===== src/rtl/dp_issue_ctrl.sv =====
// Issue/writeback controller for ARM data-processing instructions driving an external ALU.
// Optional feature: define DP_SHIFTER_CARRY_EN so logical ops take C from the shifter carry-out.
module dp_issue_ctrl #(
  parameter int unsigned NREGS = 16,
  parameter int unsigned XLEN  = 32
) (
  input  logic            clk,
  input  logic            rst_n,
  input  logic            instr_valid,
  input  logic [31:0]     instr,
  output logic            instr_ready,
  input  logic            flush,
  output logic [3:0]      alu_opcode,
  output logic            alu_setflags,
  output logic [XLEN-1:0] alu_dataa,
  output logic [XLEN-1:0] alu_datab,
  output logic [3:0]      alu_flagsin,
  input  logic            alu_writeback,
  input  logic [XLEN-1:0] alu_dataout,
  input  logic [3:0]      alu_flagsout,
  output logic [3:0]      flags,
  output logic            done,
  output logic            illegal,
  input  logic [3:0]      dbg_addr,
  output logic [XLEN-1:0] dbg_data
);

  typedef enum logic [1:0] {StIdle, StExec, StWb} state_e;

  state_e          state_q, state_d;
  logic [XLEN-1:0] regs_q [NREGS];
  logic [XLEN-1:0] regs_d [NREGS];
  logic [3:0]      flags_q, flags_d, cond_q, cond_d, op_q, op_d, rd_q, rd_d, nzcv_q, nzcv_d;
  logic            s_q, s_d, wb_q, wb_d, pass_q, pass_d, illegal_q, illegal_d;
  logic [XLEN-1:0] opa_q, opa_d, opb_q, opb_d, res_q, res_d;
  logic            accept, is_illegal, flag_upd;
  logic [XLEN-1:0] rm, sh_res;
  logic [4:0]      sh_amt, rot_amt;
  logic [63:0]     dbl;

  function automatic logic cond_pass(input logic [3:0] c, input logic [3:0] f);
    logic n, z, cc, v;
    {n, z, cc, v} = f;
    case (c)
      4'b0000: cond_pass = z;
      4'b0001: cond_pass = !z;
      4'b0010: cond_pass = cc;
      4'b0011: cond_pass = !cc;
      4'b0100: cond_pass = n;
      4'b0101: cond_pass = !n;
      4'b0110: cond_pass = v;
      4'b0111: cond_pass = !v;
      4'b1000: cond_pass = cc && !z;
      4'b1001: cond_pass = !cc || z;
      4'b1010: cond_pass = (n == v);
      4'b1011: cond_pass = (n != v);
      4'b1100: cond_pass = !z && (n == v);
      4'b1101: cond_pass = z || (n != v);
      4'b1110: cond_pass = 1'b1;
      default: cond_pass = 1'b0;
    endcase
  endfunction

  assign accept     = (state_q == StIdle) && instr_valid && !flush;
  assign is_illegal = (instr[27:26] != 2'b00) || (!instr[25] && instr[4]);
  assign rm         = regs_q[instr[3:0]];
  assign sh_amt     = instr[11:7];
  assign rot_amt    = {instr[11:8], 1'b0};

  // Operand2 value; zero shift amounts encode LSR/ASR #32 and RRX.
  always_comb begin
    dbl    = '0;
    sh_res = '0;
    if (instr[25]) begin
      dbl    = {24'b0, instr[7:0], 24'b0, instr[7:0]} >> rot_amt;
      sh_res = dbl[31:0];
    end else begin
      case (instr[6:5])
        2'b00: sh_res = rm << sh_amt;
        2'b01: sh_res = (sh_amt == 5'd0) ? '0 : rm >> sh_amt;
        2'b10: sh_res = (sh_amt == 5'd0) ? {XLEN{rm[31]}} : 32'($signed(rm) >>> sh_amt);
        default: begin
          dbl    = {rm, rm} >> sh_amt;
          sh_res = (sh_amt == 5'd0) ? {flags_q[1], rm[31:1]} : dbl[31:0];
        end
      endcase
    end
  end

`ifdef DP_SHIFTER_CARRY_EN
  logic       sh_carry, shc_q, shc_d, logical_op;
  logic [4:0] lsl_idx;

  assign lsl_idx = 5'd0 - sh_amt;
  assign logical_op = (op_q[3:1] == 3'b000) || (op_q[3:1] == 3'b100) || (op_q[3:2] == 2'b11);

  always_comb begin
    sh_carry = flags_q[1];
    if (instr[25]) begin
      sh_carry = (rot_amt == 5'd0) ? flags_q[1] : sh_res[31];
    end else if (sh_amt == 5'd0) begin
      case (instr[6:5])
        2'b00:   sh_carry = flags_q[1];
        2'b11:   sh_carry = rm[0];
        default: sh_carry = rm[31];
      endcase
    end else begin
      sh_carry = (instr[6:5] == 2'b00) ? rm[lsl_idx] : rm[sh_amt - 5'd1];
    end
  end
`endif

  always_ff @(posedge clk) begin
    if (!rst_n) begin
      state_q   <= StIdle;
      regs_q    <= '{default: '0};
      flags_q   <= '0;
      cond_q    <= '0;
      op_q      <= '0;
      rd_q      <= '0;
      s_q       <= 1'b0;
      opa_q     <= '0;
      opb_q     <= '0;
      res_q     <= '0;
      nzcv_q    <= '0;
      wb_q      <= 1'b0;
      pass_q    <= 1'b0;
      illegal_q <= 1'b0;
`ifdef DP_SHIFTER_CARRY_EN
      shc_q     <= 1'b0;
`endif
    end else begin
      state_q   <= state_d;
      regs_q    <= regs_d;
      flags_q   <= flags_d;
      cond_q    <= cond_d;
      op_q      <= op_d;
      rd_q      <= rd_d;
      s_q       <= s_d;
      opa_q     <= opa_d;
      opb_q     <= opb_d;
      res_q     <= res_d;
      nzcv_q    <= nzcv_d;
      wb_q      <= wb_d;
      pass_q    <= pass_d;
      illegal_q <= illegal_d;
`ifdef DP_SHIFTER_CARRY_EN
      shc_q     <= shc_d;
`endif
    end
  end

  always_comb begin
    state_d = state_q;
    unique case (state_q)
      StIdle:  if (accept && !is_illegal) state_d = StExec;
      StExec:  state_d = flush ? StIdle : StWb;
      default: state_d = StIdle;
    endcase
  end

  always_comb begin
    regs_d    = regs_q;
    flags_d   = flags_q;
    cond_d    = cond_q;
    op_d      = op_q;
    rd_d      = rd_q;
    s_d       = s_q;
    opa_d     = opa_q;
    opb_d     = opb_q;
    res_d     = res_q;
    nzcv_d    = nzcv_q;
    wb_d      = wb_q;
    pass_d    = pass_q;
    illegal_d = 1'b0;
    flag_upd  = s_q || (op_q[3:2] == 2'b10);
`ifdef DP_SHIFTER_CARRY_EN
    shc_d     = shc_q;
`endif
    unique case (state_q)
      StIdle: begin
        if (accept) begin
          if (is_illegal) begin
            illegal_d = 1'b1;
          end else begin
            cond_d = instr[31:28];
            op_d   = instr[24:21];
            s_d    = instr[20];
            rd_d   = instr[15:12];
            opa_d  = regs_q[instr[19:16]];
            opb_d  = sh_res;
`ifdef DP_SHIFTER_CARRY_EN
            shc_d  = sh_carry;
`endif
          end
        end
      end
      StExec: begin
        res_d  = alu_dataout;
        wb_d   = alu_writeback;
        nzcv_d = alu_flagsout;
        pass_d = cond_pass(cond_q, flags_q);
      end
      default: begin
        if (!flush && pass_q) begin
          if (wb_q) regs_d[rd_q] = res_q;
          if (flag_upd) begin
            flags_d = nzcv_q;
`ifdef DP_SHIFTER_CARRY_EN
            if (logical_op) flags_d[1] = shc_q;
`endif
          end
        end
      end
    endcase
  end

  always_comb begin
    instr_ready  = (state_q == StIdle);
    done         = (state_q == StWb) && !flush;
    illegal      = illegal_q;
    alu_opcode   = op_q;
    alu_setflags = s_q;
    alu_dataa    = opa_q;
    alu_datab    = opb_q;
    alu_flagsin  = flags_q;
    flags        = flags_q;
    dbg_data     = regs_q[dbg_addr];
  end

endmodule


===== config.mk =====
export PLATFORM = sky130hd
export DESIGN_NAME = dp_issue_ctrl
export DESIGN_NICKNAME = d
export VERILOG_FILES = /design/src/rtl/dp_issue_ctrl.sv
export SDC_FILE = /design/constraint.sdc
export NUM_CORES = 2
export LEC_CHECK = 0
export ABC_AREA = 1
export ABC_CLOCK_PERIOD_IN_PS = 6660
export CAP_MARGIN = 30
export CORE_ASPECT_RATIO = 1.1
export CORE_UTILIZATION = 55
export DETAILED_ROUTE_END_ITERATION = 10
export PLACE_DENSITY = 0.78
export SLEW_MARGIN = 20
export SYNTH_ARGS = -nofsm -noshare
export SYNTH_HDL_FRONTEND = slang
export SYNTH_SLANG_ARGS = --single-unit

===== constraint.sdc =====
create_clock -name clk -period 6.66 [get_ports clk]
set_clock_uncertainty 0.05 [all_clocks]
set_input_delay 0.999 -clock clk [delete_from_list [all_inputs] [get_ports clk]]
set_output_delay 0.999 -clock clk [all_outputs]
set_load 0.1 [all_outputs]

; Word level (Yosys, flattened, before mapping)
; Index checks and enable logic that the tools add are counted.
[classes]
magnitude_cmp = 5
n_shift = 5
n_bitwise = 6
n_eq_ne = 22
reduce_logical = 30
muxes = 22
[op_table]
columns = cell, n
row1 = 512-bit bitwise mux, 1
row2 = 32-bit binary-select mux with 4-bit select, 3
row3 = 32-bit 2-to-1 mux, 11
row4 = 32-bit demux with 4-bit select, 1
row5 = 32-bit one-hot mux with 3 select lines, 1
row6 = 64-bit by 5-bit right shift with 32-bit output, 1
row7 = 40-bit by 5-bit right shift with 32-bit output, 1
row8 = 32-bit by 5-bit left shift with 32-bit output, 1
row9 = 32-bit by 5-bit right shift with 32-bit output, 1
row10 = 32-bit by 5-bit >>> shifter with 32-bit output, 1
row11 = "4-bit == test, second input constant", 7
row12 = "5-bit greater-or-equal comparator, second input constant", 4
row13 = 4-bit inverter with 5-bit output, 4
row14 = "4-bit by 3-bit == test with 1-bit output, second input constant", 4
row15 = 1-bit one-hot mux with 15 select lines, 1
row16 = 3-bit AND reduction, 4
row17 = 1-bit logical AND, 9
row18 = "4-bit by 2-bit == test with 1-bit output, second input constant", 2
row19 = 1-bit zero test, 7
row20 = "2-bit == test, second input constant", 3
row21 = 5-bit zero test, 1
row22 = "5-bit by 1-bit less-than comparator with 1-bit output, second input constant", 1
row23 = "2-bit by 1-bit == test with 1-bit output, second input constant", 2
row24 = "4-bit by 1-bit == test with 1-bit output, second input constant", 1
row25 = other kinds (12), 18
[totals]
in_bits = 77
output_inout_bits = 112
reg_bits = 634
wordCells = 119

; Longest topological paths before layout
[depth]
ltp_word = 8
depth_mapped = 25

; Least setup slack after synthesis
; OpenSTA, ideal clock, no wires.
[synth_path]
path_kind = in2out
from = input dbg_addr[1]
to = output dbg_data[14]
cell_stages = 7
required_ns = 5.611
path_slack_ns = 1.389
arrival_ns = 4.222
n_path_buf = 3
cell_sequence = clkbuf_1 -> buf_1 -> clkbuf_1 -> o21ai_0 -> a21oi_1 -> o22ai_1 -> o21ai_0
[synth_via]
elab_chain_len = 4
[synth_lines]
columns = element, line
row1 = from (decl), 24  ; input logic [3:0] dbg_addr,
row2 = 4-bit inverter with 5-bit output (not written as such), 228  ; dbg_data = regs_q[dbg_addr];
row3 = 32-bit binary-select mux with 4-bit select, 228
row4 = 32-bit 2-to-1 mux (not written as such) (2 in series), 228
row5 = to (decl), 25  ; output logic [XLEN-1:0] dbg_data
; Every way passes these cells. The select of a mux whose other input is x is not followed.

; Worst setup path in the final report
[layout_path]
from = input dbg_addr[1]
to = output dbg_data[30]
; Same word-level chain as after synthesis.

==> flow_metrics.env <==
export IMPL_run_status="finished clean"
export IMPL_synth_fa_ha_area_frac=0
export IMPL_ys_async_sr_fraction=0
export IMPL_ys_ff_latch=634
export IMPL_routed_via_density=6.516
export IMPL_dp_cells=7187
export IMPL_whs_ps=421.0
export IMPL_rsz0062_at_grt="false"
export IMPL_grt_pass1_vias=42347
export IMPL_syn_area_um2=40870
export IMPL_grt_pass1_wl_um=248200
export IMPL_vias=47667
export IMPL_cts_made_buffers=69
export IMPL_syn_to_final_growth_pct=8.836
export IMPL_synth_compound_area_share=0.3421
export IMPL_yosysUniqueCellTypes=39
export IMPL_critPathRequiredTime_ps=5610
export IMPL_min_period_over_period=0.7421
export IMPL_synth_area_leaders="dfxtp_1 31%, o21ai_0 14%, a21oi_1 13%"
export IMPL_power_density_nw_per_um2=219.0
export IMPL_synth_commonest_cells="1132 x o21ai_0, 1073 x nand2_1, 1055 x a21oi_1"
export IMPL_netlist_area_leader_share=0.3106
export IMPL_final_antenna_net_count=0
export IMPL_maxUsedRoutingLayer="met5"
export IMPL_synth_cells=6586
export IMPL_die_h_um=287.9
export IMPL_stdcell_area_um2=44480
export IMPL_synth_xor_area_frac=0.0002143
export IMPL_synth_most_common_cell="o21ai_0"
export IMPL_htreeDepth=3
export IMPL_intPower_uw=6623
export IMPL_first_iter_violations=7665
export IMPL_slew_headroom=0.2970
export IMPL_cts_path_max_buffers=3
export IMPL_wl_met2_um=69850
export IMPL_hold_viol_final=0
export IMPL_clk_pin_slew_ps=60
export IMPL_worstSkewPairLatency_ps=630
export IMPL_worst_pin_slew_ps=1055
export IMPL_p_leak_uw=0.01730
export IMPL_ir_drop_mv=0.1975
export IMPL_dp_hpwl_um=96650
export IMPL_finalSetupViolCount=0
export IMPL_path_class="in2out"
export IMPL_fill_cells=7117
export IMPL_yosys_area_top_type="dfxtp_1"
export IMPL_ctsResizeCount=0
export IMPL_synth_flop_cell="dfxtp_1"
export IMPL_start_kind="input port"
export IMPL_overflow=0
export IMPL_hp_class="reg2reg"
export IMPL_p_switching_uw=3119
export IMPL_fin_nets=6386
export IMPL_grt_max_degree=233
export IMPL_p_seq_frac=0.394
export IMPL_synthMuxAreaShare=0
export IMPL_period_needed_ps=4943
export IMPL_synth_yosys_seq_area_share=0.3106
export IMPL_drv_cap=0
export IMPL_drtPass1Iterations=7
export IMPL_antenna_found_initial=6
export IMPL_instances_no_fill=7315
export IMPL_die_area_um2=75400
export IMPL_p_comb_frac=0.198
export IMPL_wl_met3_um=21770
export IMPL_fp_dieW_um=261.9
export IMPL_synthSimpleGateAreaFrac=0.2248
export IMPL_cts_sinks=634
export IMPL_sw_frac_of_total=0.3201
export IMPL_synth_edff_count=0
export IMPL_wire_per_inst_um=22.62
export IMPL_rows=104
export IMPL_synth_top_family_by_area="compound AO/OA/AOI/OAI gates"
export IMPL_postCtsSetupBuffers=0
export IMPL_initial_utilization=0.5568
export IMPL_syn_nets=6663
export IMPL_hold_buffers=0
export IMPL_gp_congestion=1.041
export IMPL_slew_violations=0
export IMPL_crit_arrival_ps=3890
export IMPL_core_um2=73390
export IMPL_finalWirelength_um=165500
export IMPL_endpoint_kind="output pin"
export IMPL_port_buffers=188
export IMPL_clkPwrFrac=0.409
export IMPL_track_usage=0.4235
export IMPL_yosys_warnings=0
export IMPL_worst_path_max_fanout=90
export IMPL_drc_errors=0
export IMPL_cts_root_buf="clkbuf_16"
export IMPL_io_pins=189
export IMPL_placed_area_um2=42100
export IMPL_tritoncts="done"
export IMPL_tns_ps=0
export IMPL_wl_met1_um=60620
export IMPL_clock_fmax_mhz=202.3
export IMPL_drive_above_1_share=0.05064
export IMPL_postSynthAreaPerCell_um2=6.205
[critical path, cell delays in order]
cell and delay, ps:
buf_6 560, buf_4 690, o21ai_0 190, a21oi_1 150, o22ai_1 100, o21ai_0 650
buf_4 420
[sequential cells by signal (all words and copies together), names as in the netlist, 2 cells and up]
| signal | cells |
|---|---|
| res_q | 32 |
| alu_datab | 32 |
| alu_dataa | 32 |
| state_q | 2 |
| nzcv_q | 4 |
| cond_q | 4 |
| alu_flagsin | 4 |
| alu_opcode | 4 |
| regs_q | 512 |
| rd_q | 4 |
[cells in the final DEF, fill, tap and decap left out, types with 4 or more instances in the layout]
cell type / netlist / final
or2_2: 17 / 17
inv_2: 9 / 13
o21ai_0: 1132 / 1132
buf_2: 76 / 11
buf_8: 0 / 5
clkdlybuf4s50_1: 0 / 145
nor2_1: 166 / 163
clkbuf_8: 0 / 22
buf_16: 0 / 5
nand3_1: 828 / 828
a31oi_1: 16 / 16
inv_1: 576 / 571
clkbuf_1: 448 / 9
o22ai_1: 10 / 10
nand2_2: 6 / 18
clkbuf_16: 0 / 71
o211ai_1: 213 / 213
o221ai_1: 57 / 57
o21ai_1: 37 / 37
a21oi_1: 1055 / 1055
clkinv_1: 8 / 7
dfxtp_1: 634 / 634
nand4_1: 10 / 10
a221oi_1: 6 / 6
buf_4: 20 / 104
nor3_1: 10 / 8
or2_1: 9 / 9
a211oi_1: 41 / 41
clkinv_2: 0 / 12
o32ai_1: 13 / 13
buf_12: 0 / 12
nand2_1: 1073 / 1060
o21ai_2: 4 / 4
nand3_2: 6 / 6
[routing by layer]
layer	vias up	global-route usage
met1	21438	0.5324
met4	8	0.3081
met5	-	0
met2	3313	0.6267
li1	22077	-
met3	831	0.1057
[cell type report]
cell class	instances	area, µm²	share of cell area
Antenna cell	2	5.005	0.0001125
Clock buffer	102	2113	0.04751
Clock inverter	19	206.4	0.004642
Inverter	595	2242	0.05041
Multi-Input combinational cell	4723	23240	0.5226
Sequential cell	634	12690	0.2854
Tap cell	954	1194	0.02684
Timing Repair Buffer	286	2779	0.06248
[final timing paths]
kind / from / cells past startpoint / slack [ps] / endpoint
worst min-delay path: regs_q[383] / 2 / 420 / regs_q[383]
worst max-delay path: dbg_addr[1] / 7 / 1720 / dbg_data[30]
worst max register to register: regs_q[71] / 16 / 3150 / alu_datab[3]
worst min register to register: regs_q[383] / 2 / 420 / regs_q[383]
[stage by stage]
| stage | util | total power [µW] | setup slack, ps |
|---|---|---|---|
| final | 0.6060 | 9741 | 1717 |
| after global routing | 0.6060 | 10030 | 1730 |
| after CTS | 0.6053 | 9657 | 1930 |
| after detailed placement | 0.5737 | 5750 | 1892 |
| after global placement | 0.5715 | 5736 | 1897 |
| after floorplan | - | 5222 | 1389 |
[kinds of logic after synthesis]
logic type,count (synthesis)
AOI/OAI and AO/OA,2594
and+or+nand+nor,2128
buffers and inverters,1229
DFF,634
xor gates and xnor gates,1
[power by group through the flow]
stage | clock network [µW] | logic, µW | registers, µW
after floorplan | 0 | 1230 | 4000
after global placement | 0 | 1820 | 3920
after detailed placement | 0 | 1830 | 3920
after CTS | 3980 | 1840 | 3830
after global routing | 4150 | 2040 | 3830
final | 3980 | 1930 | 3830
(Power assumes the default switching activity.)
